--- src/rtl/colors_to_bytes.sv ---
// Packs pairs of 12-bit colors into three bytes, MSB first, behind a 2-byte output queue.
// Optional odd-color flush with PAD_NIBBLE: define COLORS_TO_BYTES_FLUSH_EN.
module colors_to_bytes #(
    parameter logic [3:0] PAD_NIBBLE = 4'h0,
    localparam int unsigned COLOR_LEN = 12,
    localparam int unsigned BYTE_LEN  = 8
) (
    input  logic                 clk,
    input  logic                 rst,
    input  logic                 inclk,
    input  logic [COLOR_LEN-1:0] in,
    input  logic                 in_done,
    input  logic                 downstream_rdy,
    output logic                 rdy,
    output logic                 outclk,
    output logic [BYTE_LEN-1:0]  out,
    output logic                 done,
    output logic                 overflow
);

    typedef enum logic {
        PH_A,
        PH_B
    } phase_t;

    phase_t              r_phase;
    logic [3:0]          r_nibble;
    logic [BYTE_LEN-1:0] r_byte0;
    logic [BYTE_LEN-1:0] r_byte1;
    logic                r_last0;
    logic                r_last1;
    logic [1:0]          r_count;
    logic                r_overflow;

    logic w_empty;
    logic w_accept;
    logic w_pop;

`ifndef COLORS_TO_BYTES_FLUSH_EN
    logic w_unused_pad;
    assign w_unused_pad = ^PAD_NIBBLE;
`endif

    assign w_empty  = (r_count == 2'd0);
    assign w_accept = inclk && w_empty;
    assign w_pop    = !w_empty && downstream_rdy;

    assign rdy      = w_empty;
    assign outclk   = w_pop;
    assign out      = w_empty ? '0 : r_byte0;
    assign done     = w_pop && r_last0;
    assign overflow = r_overflow;

    // Accept and pop are mutually exclusive: accept needs an empty queue, pop a non-empty one.
    always_ff @(posedge clk or posedge rst) begin
        if (rst) begin
            r_phase    <= PH_A;
            r_nibble   <= '0;
            r_byte0    <= '0;
            r_byte1    <= '0;
            r_last0    <= 1'b0;
            r_last1    <= 1'b0;
            r_count    <= 2'd0;
            r_overflow <= 1'b0;
        end else begin
            if (inclk && !w_empty) begin
                r_overflow <= 1'b1;
            end

            if (w_accept) begin
                if (r_phase == PH_A) begin
                    r_byte0 <= in[11:4];
                    if (in_done) begin
`ifdef COLORS_TO_BYTES_FLUSH_EN
                        r_byte1 <= {in[3:0], PAD_NIBBLE};
                        r_last0 <= 1'b0;
                        r_last1 <= 1'b1;
                        r_count <= 2'd2;
`else
                        r_last0 <= 1'b1;
                        r_count <= 2'd1;
`endif
                        r_nibble <= '0;
                        r_phase  <= PH_A;
                    end else begin
                        r_last0  <= 1'b0;
                        r_count  <= 2'd1;
                        r_nibble <= in[3:0];
                        r_phase  <= PH_B;
                    end
                end else begin
                    r_byte0 <= {r_nibble, in[11:8]};
                    r_byte1 <= in[7:0];
                    r_last0 <= 1'b0;
                    r_last1 <= in_done;
                    r_count <= 2'd2;
                    r_phase <= PH_A;
                    if (in_done) begin
                        r_nibble <= '0;
                    end
                end
            end else if (w_pop) begin
                r_byte0 <= r_byte1;
                r_last0 <= r_last1;
                r_count <= r_count - 2'd1;
            end
        end
    end

endmodule

--- config.mk ---
export PLATFORM = sky130hd
export DESIGN_NAME = colors_to_bytes
export DESIGN_NICKNAME = d
export VERILOG_FILES = /design/src/rtl/colors_to_bytes.sv
export SDC_FILE = /design/constraint.sdc
export NUM_CORES = 1
export LEC_CHECK = 0
export ABC_AREA = 1
export ABC_CLOCK_PERIOD_IN_PS = 1800
export CAP_MARGIN = 20
export CORE_MARGIN = 1.5
export CORE_UTILIZATION = 50
export CTS_CLUSTER_SIZE = 12
export DETAILED_ROUTE_END_ITERATION = 8
export PLACE_DENSITY = 0.79
export SYNTH_ARGS = -nofsm -noshare
export SYNTH_HDL_FRONTEND = slang
export SYNTH_SLANG_ARGS = --single-unit
--- constraint.sdc ---
create_clock -name clk -period 1.8 [get_ports clk]
set_input_delay 0.36 -clock clk [delete_from_list [all_inputs] [get_ports clk]]
set_output_delay 0.36 -clock clk [all_outputs]
set_load 0.02 [all_outputs]
# Word level (Yosys, flattened, before mapping)
# Cells that the tools add are included.
# op_classes
mux,16
n_reduce_logical,9
add_sub_neg,1
eq_ne,1
# ops
cell,n
2-to-1 mux 8 bit,4
2-to-1 mux 4 bit,3
2-to-1 mux 1 bit,6
2-to-1 mux 2 bit,3
logical AND 1 bit,4
AND reduction 2 bit,2
logical NOT 2 bit,1
!= test 2 bit (second input constant),1
nonzero test 2 bit,1
subtractor 2 x 1 -> 2 bit (second input constant),1
logical NOT 1 bit,1
# word_totals
inputBits,17
register_bits,26
wordCells,35
output_inout_bits,12

# Logic depth before layout (Yosys ltp)
# depth
ltp_word,5
depth_mapped,9
mapped_depth_nobuf,7

# Worst setup path after synthesis
# No wires, ideal clock.
# synth_path
path_kind,register to output
from,register r_count[0]
to,output port done
t_required_ns,1.440
path_buffers,2
path_stages_with_launch,8
arrival_time_ns,1.380
slack_ns,0.060
cell_sequence,dfrtp_1 -> inv_1 -> ha_1 -> buf_6 -> inv_2 -> nand2_2 -> buf_6 -> nor2_1
# synth_between
elab_chain_cells,4
# synth_rtl
item,line_no,text
"start, declared",32,logic [1:0] r_count;
"start signal, assigned",105,r_count <= r_count - 2'd1;
logical NOT 2 bit,44,assign w_empty = (r_count == 2'd0);
named net rdy,14,"output logic rdy,"
logical NOT 1 bit,46,assign w_pop = !w_empty && downstream_rdy;
logical AND 1 bit,46,
logical AND 1 bit,51,assign done = w_pop && r_last0;
"end, declared",17,"output logic done,"
# The timed path passes the listed nets, and every way through them passes these cells.

# Final worst setup path
# layout_path
from,register r_count[0]
to,output port out[1]
# layout_between
elab_chain_cells,2
# layout_rtl
item,line_no,text
logical NOT 2 bit,44,
2-to-1 mux 8 bit,50,assign out = w_empty ? '0 : r_byte0;
"end, declared",16,"output logic [BYTE_LEN-1:0] out,"
# No other way between the ends.

==> summary.md <==
| Metric | Value |
|---|---|
| Final core occ | 66.5% |
| Vias per cell | 4.98 |
| Die area | 3050 µm² |
| Share of Yosys cell area claimed by the top area cell type | 47.7% |
| Drc violations | 0 |
| Vias in the first global route | 1182 |
| Arr. time, crit path | 1390 ps |
| Outcome | completed |
| Synth Register Bits | 26 |
| Hold Slack | 356 ps |
| # setup viols final | 0 |
| Min Tclk post-route | 1750 ps |
| Starting DRC count in detailed routing | 53 |
| Fin cells | 234 |
| WL/cell | 12.5 µm |
| Clk_skew | 3.75 ps |
| Initial DRT Pass Iterations | 4 |
| Initial core utilization | 54.1% |
| Peak Freq | 572 MHz |
| Fraction of registers with async set/reset | 100% |
| Synth cell types | 20 |
| Largest cells by area after synthesis | dfrtp_1 (48%), nand2_1 (15%), nor2_1 (5.8%) |
| Clock share of power | 10.9% |
| Detail Route Antenna Nets | 0 |
| Commonest non-fill, non-tap cells in the layout | nand2_1 (55), dfrtp_1 (26), nor2_1 (20) |
| Register area share after synthesis | 47.7% |
| Hold Fails Final Rpt | 0 |
| Placed cell count | 229 |
| Synth Net Count | 190 |
| Sum Neg Setup Slack | 0 ps |
| Max Slew Vio Count | 0 |
| Switching pwr | 1.23 mW |
| Most common cell after layout, fill and taps aside | nand2_1 |
| Dpl cell area | 1660 µm² |
| Placeable Area | 2520 µm² |
| Die Wd | 55.3 µm |
| Switching Share | 43.9% |
| Antenna violations before repair | 0 |
| Comb pwr share | 52.5% |
| Part of the power in registers | 36.6% |
| CP Launch Type | register |
| Die H | 55.3 µm |
| Mapped Avg Cell Area | 7.94 µm² |
| LEAKAGE | 0.878 nW |
| RSZ-0062 raised after global routing | false |
| Worst Setup Path Type | reg2out |
| CTS tree | yes |
| Internal power | 1.57 mW |
| Pin count of the biggest net entering global routing | 27 |
| Remaining Overflow, GRT | 0 |
| WL final | 2930 µm |
| Worst VDD drop | 1.26 mV |
| Hold crit path type | in2async |
| Ys Warns | 0 |
| Clk buf depth | 2 |
| Top Ports | 29 |
| Gr usage total | 21.4% |
| Yosys top cell by area | dfrtp_1 |
| Row cnt | 18 |
| CP endpoint kind | primary output |
| Actual slew at the worst max-slew pin | 393 ps |
| Post-synth EDFFs | 0 |
| Power density over the cells | 1670 nW/µm² |
| Required @ worst endpoint | 1440 ps |
| IO buf count | 28 |
| Post-CTS Hold Buffers | 0 |
| Tcrit/Tclk final | 97.2% |
| Post-Place Setup Slack | -163 ps |
| Via count | 1166 |
| H-tree levels | 1 |
| CTS sink cnt | 26 |
| CTS Buf Count | 3 |
| Final worst-path setup slack | 50.4 ps |
| Area Overhead vs Synth | 22.9% |
| CP max FO | 5 |
| Relative slew slack | 73.8% |
| Clock transition at path regs | 140 ps |
| Inserted Diodes | 0 |
| Design Area, Final | 1680 µm² |
| CTS root buffer | clkbuf_4 |
| Max cap viols | 0 |
| First-pass GRT wire length | 5290 µm |
| Clk_lat worst skew | 330 ps |
| RePlAce Congestion | 0.858 |
| Total Nets Final | 223 |
| Ys flop type | dfrtp_1 |
| Synthesized netlist cell count | 172 |
| Total power | 2.80 mW |
| Final HPWL DP | 2050 µm |
| Synthesized area | 1370 µm² |
| Share of cells above drive strength 1 | 19.6% |
-- metal layers --
metal	global-route usage [%]	wire length [µm]	share of wire (%)
met5	0	0	0
met4	6.27	45	1.5
met3	2.58	169	5.8
met2	37.9	1500	51
met1	27.3	1220	42
-- worst paths after layout --
check	from	to	slack, ps	cells past startpoint
worst max register to register	r_count[0]	r_byte0[3]	300	8
worst min register to register	overflow	overflow	490	1
min in group clk	overflow	overflow	490	1
max in group asynchronous	rst	r_nibble[0]	1200	3
worst min-delay path	rst	r_byte0[3]	360	3
worst max-delay path	r_count[0]	out[1]	50	4
-- timing repair --
action	CTS	global route
gates cloned	0	0
gates resized for setup	37	10
endpoints found under the setup margin	11	8
buffers inserted	0	1
-- power by group through the flow --
stage | Combinational (mW) | Clock (mW) | Sequential, mW
final | 1.47 | 0.305 | 1.02
after global routing | 1.65 | 0.323 | 1.06
after CTS | 1.43 | 0.305 | 1.02
after detailed placement | 1.50 | 0 | 1.03
after global placement | 1.46 | 0 | 1.02
after floorplan | 1.09 | 0 | 0.966
-- synthesized netlist by cell type (2+ instances only) --
cell     instances
inv_1           18
o21ai_2          6
a21oi_1          9
buf_6            5
o21ai_0         14
nand2_2          3
nand2_1         55
nor2_1          21
buf_4            2
inv_2            3
o21ai_1          2
dfrtp_1         26
-- registers in the layout (all words and copies together), names as in the netlist --
| register | cells |
|---|---|
| r_count | 2 |
| r_phase | 1 |
| r_byte1 | 8 |
| r_last0 | 1 |
| r_byte0 | 8 |
| r_nibble | 4 |
| overflow | 1 |
| r_last1 | 1 |
-- layout make-up --
class | count | area [µm²]
Fill cell | 226 | 845
Sequential cell | 26 | 651
Multi-Input combinational cell | 116 | 568
Timing Repair Buffer | 36 | 300
Inverter | 22 | 85.1
Tap cell | 30 | 37.5
Clock buffer | 4 | 36.3
-- critical path: stages (launching register included) --
cell	delay, ps
dfrtp_1	380
inv_1	70
ha_4	180
nor2_1	120
clkdlybuf4s15_1	310
-- kinds of logic (layout without fill, tap and decap cells) --
logic type                 after synthesis  count (layout)  share of synthesized area (%)
buffers and inverters                   30              62                           11.8
DFF                                     26              26                           47.7
adders and majority gates                1               1                          0.916
and+or+nand+nor                         83              83                           26.0
AOI/OAI and AO/OA                       32              32                           13.6
Note: power is estimated with default switching activity, not from simulation.
